--- config.mk ---
export PLATFORM = sky130hd
export DESIGN_NAME = fast_square_sample_packer
export DESIGN_NICKNAME = d
export VERILOG_FILES = /design/src/rtl/fast_square_sample_packer.sv
export SDC_FILE = /design/constraint.sdc
export NUM_CORES = 1
export LEC_CHECK = 0
export ABC_AREA = 0
export CORE_ASPECT_RATIO = 1.4
export CORE_UTILIZATION = 61
export CTS_BUF_LIST = sky130_fd_sc_hd__clkbuf_8 sky130_fd_sc_hd__clkbuf_16
export DETAILED_ROUTE_END_ITERATION = 10
export DONT_BUFFER_PORTS = 1
export PLACE_DENSITY = 0.83
export SLEW_MARGIN = 20
export SYNTH_ARGS = -nofsm -noshare
export SYNTH_HDL_FRONTEND = slang
export SYNTH_SLANG_ARGS = --single-unit
--- constraint.sdc ---
create_clock -name clock -period 5.7 [get_ports clock]
set_clock_uncertainty 0.1 [all_clocks]
set_input_delay 0.285 -clock clock [delete_from_list [all_inputs] [get_ports clock]]
set_output_delay 0.285 -clock clock [all_outputs]
set_load 0.005 [all_outputs]
--- src/rtl/fast_square_sample_packer.sv ---
// I/Q sample packer: FIFO of I/Q pairs with record marker,
// overrun accounting and a two-word serializer for the USB RX path.
module fast_square_sample_packer #(
  parameter int DEPTH = 16
) (
  input  logic                    clock,
  input  logic                    reset,
  input  logic                    record,
  input  logic                    in_strobe,
  input  logic [15:0]             i_in,
  input  logic [15:0]             q_in,
  output logic [15:0]             out_data,
  output logic                    out_valid,
  input  logic                    out_ready,
  output logic                    overrun,
  output logic [15:0]             dropped_count,
  output logic [$clog2(DEPTH):0]  fifo_level
);

  localparam int AW = $clog2(DEPTH);
  localparam int LW = AW + 1;
  localparam logic [31:0] MARKER = 32'h7FFF_7FFF;

  typedef enum logic [1:0] {
    IDLE,
    SEND_I,
    SEND_Q
  } state_t;

  state_t        state;
  logic [31:0]   mem [DEPTH];
  logic [AW-1:0] wr_ptr;
  logic [AW-1:0] rd_ptr;
  logic [AW-1:0] rd_nxt;
  logic          rec_q;
  logic          rec_rise;
  logic          full;
  logic          take;
  logic          push;
  logic          drop;
  logic          pop;
  logic [LW-1:0] level_nxt;
  logic [31:0]   push_data;

  // The marker wins over a coincident strobe; that sample is lost.
  always_comb begin
    rec_rise  = record & ~rec_q;
    full      = (fifo_level == LW'(DEPTH));
    take      = record & in_strobe & ~rec_rise;
    push      = (rec_rise | take) & ~full;
    drop      = take & full;
    push_data = rec_rise ? MARKER : {i_in, q_in};
    pop       = (state == SEND_Q) & out_ready;
    rd_nxt    = rd_ptr + AW'(1);
    level_nxt = fifo_level;
    unique case ({push, pop})
      2'b10:   level_nxt = fifo_level + LW'(1);
      2'b01:   level_nxt = fifo_level - LW'(1);
      default: level_nxt = fifo_level;
    endcase
  end

  always_ff @(posedge clock) begin
    if (push)
      mem[wr_ptr] <= push_data;
  end

  always_ff @(posedge clock or posedge reset) begin
    if (reset) begin
      state         <= IDLE;
      out_valid     <= 1'b0;
      out_data      <= 16'h0000;
      overrun       <= 1'b0;
      dropped_count <= 16'h0000;
      fifo_level    <= '0;
      wr_ptr        <= '0;
      rd_ptr        <= '0;
      rec_q         <= 1'b0;
    end else begin
      rec_q      <= record;
      fifo_level <= level_nxt;
      if (push)
        wr_ptr <= wr_ptr + AW'(1);
      if (pop)
        rd_ptr <= rd_nxt;

      if (rec_rise) begin
        overrun       <= 1'b0;
        dropped_count <= 16'h0000;
      end else if (drop) begin
        overrun <= 1'b1;
        if (dropped_count != 16'hFFFF)
          dropped_count <= dropped_count + 16'd1;
      end

      unique case (state)
        IDLE: begin
          if (fifo_level != '0) begin
            state     <= SEND_I;
            out_valid <= 1'b1;
            out_data  <= mem[rd_ptr][31:16];
          end
        end
        SEND_I: begin
          if (out_ready) begin
            state    <= SEND_Q;
            out_data <= mem[rd_ptr][15:0];
          end
        end
        SEND_Q: begin
          if (out_ready) begin
            // Chain straight into the next pair to keep 2 cycles/pair.
            if (fifo_level > LW'(1)) begin
              state    <= SEND_I;
              out_data <= mem[rd_nxt][31:16];
            end else begin
              state     <= IDLE;
              out_valid <= 1'b0;
            end
          end
        end
        default: begin
          state     <= IDLE;
          out_valid <= 1'b0;
        end
      endcase
    end
  end

endmodule

Word-level counts from Yosys, hierarchy flattened
Memory sizes are Yosys's and may differ from the RTL's.
Cells that the tools add are included.
- $add $sub $neg: 5
- order comparisons: 1
- equality and inequality tests: 11
- multiplexer cells: 23
- bitwise logic cells: 11
- reduce and logical (&&, ||, !) cells: 10
- operators by type and width (operator ; number):
    2-to-1 mux 16 bit ; 7
    case mux 16 bit (3 select lines) ; 1
    2-to-1 mux 32 bit ; 1
    adder 16 x 1 -> 16 bit (second input constant) ; 1
    != test 16 bit (second input constant) ; 1
    case mux 5 bit (2 select lines) ; 1
    adder 4 x 1 -> 4 bit (second input constant) ; 2
    2-to-1 mux 1 bit ; 8
    != test 2 bit (second input constant) ; 4
    AND 1 bit ; 6
    2-to-1 mux 2 bit ; 3
    case mux 2 bit (3 select lines) ; 1
    nonzero test 2 bit ; 3
    adder 5 x 1 -> 5 bit (second input constant) ; 1
    equality test 5 bit (second input constant) ; 1
    greater-than comparator 5 x 1 -> 1 bit (second input constant) ; 1
    AND reduction 5 bit ; 1
    nonzero test 5 bit ; 1
    subtractor 5 x 1 -> 5 bit (second input constant) ; 1
    equality test 2 x 1 -> 1 bit (second input constant) ; 2
    equality test 2 bit (second input constant) ; 2
    inverter 1 bit ; 4
    AND reduction 4 bit ; 1
    case mux 1 bit (3 select lines) ; 1
    other kinds (6) ; 6
- register bits: 50
- bits in writable memories: 512
- input port bits: 37
- output and inout port bits: 39
- word-level logic and storage cells: 71
- memories kept: 1
- memories (name ; words ; width ; read ports ; clocked after memory_dff ; write ports ; line ; text):
    mem ; 16 ; 32 ; 2 ; 0 ; 1 ; 31 ; logic [31:0] mem [DEPTH];

Logic depth before layout (Yosys ltp)
- depth in word-level cells: 8
- mapped depth: 10
- gate-level depth less buffers: 10

Least setup slack after synthesis
Ideal clock, no wire load.
- path kind: register -> register
- from: register fifo_level[0]
- to: memory mem[3][0] (enable)
- library setup time: 461 ps
- data arrival time: 3787 ps
- data required time: 5139 ps
- slack: 1352 ps
- cell stages (with the launch flop): 7
- buffers on the path: 0
- clock period less this slack: 4348 ps
- cell sequence: dfrtp_1 inv_1 ha_1 and4bb_1 a21oi_1 nand2_1 nor3_1
- longest elaborated chain between the ends: 5
- ends and longest elaborated chain (item ; line ; text):
    from (decl) ; 17 ; output logic [$clog2(DEPTH):0] fifo_level
    from (signal assigned) ; 81 ; fifo_level <= level_nxt;
    equality test 5 bit ; 48 ; full = (fifo_level == LW'(DEPTH));
    inverter 1 bit ; 50 ; push = (rec_rise | take) & ~full;
    AND 1 bit ; 50 ;
    2-to-1 mux 1 bit ; 64 ; if (push)
    2-to-1 mux 1 bit (not written as such) ; 65 ; mem[wr_ptr] <= push_data;
    to (decl) ; 31 ;
No other way between the ends.

Worst setup path after layout
- from: register rd_ptr[1]
- to: register out_data[7]
- longest elaborated chain between the ends: 5
- elaborated cells on any way between the ends: 7
- those cells by class: add/sub (1); mux (5); memory (1)
- ends and longest elaborated chain (item ; line ; text):
    from (decl) ; 33 ; logic [AW-1:0] rd_ptr;
    from (signal assigned) ; 85 ; rd_ptr <= rd_nxt;
    adder 4 x 1 -> 4 bit ; 54 ; rd_nxt = rd_ptr + AW'(1);
    memory (16 x 32 bit) (*) ; n/a ;
    2-to-1 mux 16 bit ; 113 ; if (fifo_level > LW'(1)) begin
    2-to-1 mux 16 bit ; 111 ; if (out_ready) begin
    case mux 16 bit (3 select lines) (*) ; 96 ; unique case (state)
    to (signal assigned) ; 101 ; out_data <= mem[rd_ptr][31:16];
    to (signal assigned) ; 107 ; out_data <= mem[rd_ptr][15:0];
    to (signal assigned) ; 115 ; out_data <= mem[rd_nxt][31:16];
    to (decl) ; 12 ; output logic [15:0] out_data,
Every way passes the cells marked *; elsewhere a longest branch is shown, timed or not. The select of a mux whose other input is x is not followed.
A chain may end at the register's enable or synchronous reset.

==> impl_metrics.csv <==
group,metric,value,unit
outcome,status,"finished clean",
timing,max_clock_freq,252.2,MHz
power_and_ir_drop,p_leak,8.748,nW
yosys,synth_fp_nets,1352,
floorplanning,rows,86,
floorplanning,num_io_pins,76,
worst_setup_path,regToRegStartpoint,"rd_ptr[1]$_DFFE_PP0P_",
placed_design,portBuffers,0,
worst_hold_path,whs_endpoint,"overrun$_DFFE_PP0P_",
drt,routed_wirelength,55.23,mm
timing,relSlewSlack,25.21,%
floorplanning,die_y,238.6,um
drt,drt_first_pass_iters,6,
clock_network,clk_path_buf_depth,3,
yosys,ys_seq_area_share,68.16,%
worst_hold_path,min_from,"record",
timing,setup_viol,0,
layout,final_common_cell,"edfxtp_1",
worst_setup_path,cp_num_buf_inv,1,
yosys,avgSynthCellArea,18.78,um^2
timing,setup-tns-final,0,ns
drt,post-route-drc-count,0,
worst_setup_path,required,6.07,ns
drt,wire_per_inst,29.54,um
drt,num_vias,13148,
power_and_ir_drop,ir_drop,437.0,uV
global_route,grt_usage,27.95,%
layout,final_cell_mix,"edfxtp_1, mux4_2, mux2i_1, clkbuf_16, dfrtp_1",
worst_setup_path,crit_slowest_cell,"dfrtp_4",
yosys,synth_flop_cell,"edfxtp_1",
yosys,synth-edff-count,512,
timing,whs,0.04237,ns
worst_setup_path,path_max_fanout,122,
timing,hold_viol_final,0,
worst_hold_path,min_path_type,"in -> reg",
clock_network,cts-root-buf,"clkbuf_16",
drt,viasPerCell,7.031,
clock_network,tritoncts,"yes",
global_route,grt_start_max_net_pins,123,
global_route,grt_pass1_wl,82.58,mm
yosys,ys_seq_elements,562,
layout,finish.net_count,1352,
global_route,grt_pass1_vias,13383,
clock_network,cts_buffers,49,
timing,post-route-period-util,69.57,%
yosys,netlist_area,0.02439,mm^2
timing,slew_viol_final,0,
timing,worst_slew_pin_slew,1.122,ns
yosys,yosys_warnings,0,
floorplanning,dieArea,0.04080,mm^2
worst_setup_path,crit_path_start_kind,"register",
clock_network,clk_pin_slew,0.07,ns
yosys,synth_cells,1299,
worst_setup_path,cp-startpoint,"rd_ptr[1]$_DFFE_PP0P_",
layout,drive_gt1_share,23.30,%
worst_setup_path,reg2reg_to,"out_data[7]$_DFFE_PP0P_",
timing,rsz0062_at_grt,"false",
job,max_cap_violations,0,
floorplanning,core,0.03938,mm^2
power_and_ir_drop,powerDensity,520.2,mW/mm^2
clock_network,ctsHoldBuffers,3,
yosys,async_reset_ff_share,8.897,%
layout,syn_to_final_growth,9.689,%
global_route,grt_antenna_before_repair,3,
worst_setup_path,worst_setup_path_end_kind,"register",
worst_setup_path,cp_top_family,"flip-flops",
drt,drtIter0Drc,1618,
worst_setup_path,reg2reg_slack,1.73,ns
layout,fin_util,67.94,%
worst_setup_path,critPathKind,"reg -> reg",
worst_setup_path,crit_chain,"buf_12, nand3_1, xnor2_1, nand2_1, o22a_1, a211oi_1",
clock_network,clock_latency,0.57,ns
drt,drtAntennaViolNets,0,
clock_network,cts.sink_count,562,
clock_network,htreeDepth,2,
floorplanning,start_util,61.94,%
placed_design,routabilityCongestion,0.8739,
power_and_ir_drop,power,13.92,mW
clock_network,cts_resized,0,
global_route,grt_overflow,0,
timing,period_minus_slack,3.965,ns
placed_design,dp_hpwl,34.43,mm
worst_setup_path,worstPathArrival,4.34,ns
worst_setup_path,max_stage_delay,0.89,ns
floorplanning,die_width,171.0,um
worst_setup_path,reg2reg_depth,6,
worst_hold_path,worstHoldPathCells,3,
yosys,ys_types,50,
clock_network,post-cts-setup-buffers,0,
cell type report:
cell class,count,area [um^2]
Antenna cell,3,7.507
Inverter,10,37.54
Sequential cell,562,16630
Clock buffer,54,1318
Multi-Input combinational cell,643,7426
Tap cell,528,660.6
Clock inverter,37,360.3
Timing Repair Buffer,33,312.8
Fill cell,2426,12630
worst reg2reg max path: stages (launching register included):
cell,delay (ns)
dfrtp_4,0.89
buf_12,0.73
nand3_1,0.32
xnor2_1,0.67
nand2_1,0.58
o22a_1,0.37
a211oi_1,0.22
registers in the layout, summed over array words and instances, names as in the netlist:
signal	flops
mem	512
dropped_count	16
out_data	16
fifo_level	5
rd_ptr	4
wr_ptr	4
state	2
out_valid	1
overrun	1
rec_q	1
stage by stage:
step | setup slack (ns) | area [um^2] | std cells
after floorplan | 1.352 | 24390 | 1299
after global placement | 1.820 | 24990 | 1771
after global routing | 1.525 | 26760 | 1870
final | 1.735 | 26760 | 1870
after detailed placement | 1.709 | 25010 | 1772
after CTS | 1.694 | 26720 | 1866
where the power goes:
part	leakage (nW)	switching, mW	total (mW)	internal, mW
Combinational	2.66	2.70	5.06	2.36
Sequential	5.21	0.447	5.43	4.99
Clock	0.875	1.44	3.43	1.98
Total	8.75	4.59	13.9	9.33
worst max-delay path by stage:
stage                          endpoint  cells after the start
6_report        out_data[7]$_DFFE_PP0P_                      6
4_1_cts         out_data[2]$_DFFE_PP0P_                      6
2_1_floorplan       mem[3][0]$_DFFE_PP_                      6
3_5_place_dp    out_data[7]$_DFFE_PP0P_                      6
3_3_place_gp   out_data[11]$_DFFE_PP0P_                      6
5_1_grt         out_data[4]$_DFFE_PP0P_                      6
cells in the mapped netlist, types with 4 or more instances:
library cell,instances,area share (%)
nand4_1,4,0.10
buf_4,10,0.31
xnor2_1,9,0.32
xor2_1,11,0.39
a22o_1,20,0.72
clkbuf_1,34,0.52
edfxtp_1,512,63
a21oi_1,32,0.66
o21ai_0,13,0.27
and2_1,9,0.23
a22oi_1,21,0.65
a221oi_1,21,0.75
o2111ai_1,9,0.32
mux2_2,23,1.1
buf_2,28,0.57
nand2_1,21,0.32
mux4_2,161,15
o21ai_1,8,0.16
o22a_1,10,0.36
nor2_1,39,0.60
nand2b_1,36,0.92
nand3_1,14,0.29
a31oi_1,11,0.28
ha_1,16,0.82
inv_1,10,0.15
and4_1,12,0.43
nor2b_1,5,0.13
a211oi_1,10,0.31
nor3_1,6,0.12
buf_6,9,0.42
dfrtp_1,50,5.1
or3_1,8,0.21
mux2i_1,93,3.8
per-layer routing:
metal / global-route usage, % / part of all wire (%) / wire length [um] / vias to the layer above
met2: 46.23 / 51 / 28090 / 812
met5: 0 / 0 / 0 / -
met4: 10.71 / 3.2 / 1764 / 0
met3: 5.149 / 9.8 / 5389 / 132
met1: 37.09 / 36 / 19990 / 6806
li1: - / - / - / 5398
cells by family after synthesis:
group | Yosys count | synth area share, %
flip-flops | 562 | 68.16
multiplexers | 277 | 19.74
AO/OA/AOI/OAI | 167 | 4.888
AND/OR/NAND/NOR | 163 | 3.652
buffers and inverters | 94 | 2.021
XOR/XNOR | 20 | 0.7181
adder cells (fa/ha/maj) | 16 | 0.8207
Power figures use the tool's default switching activity.
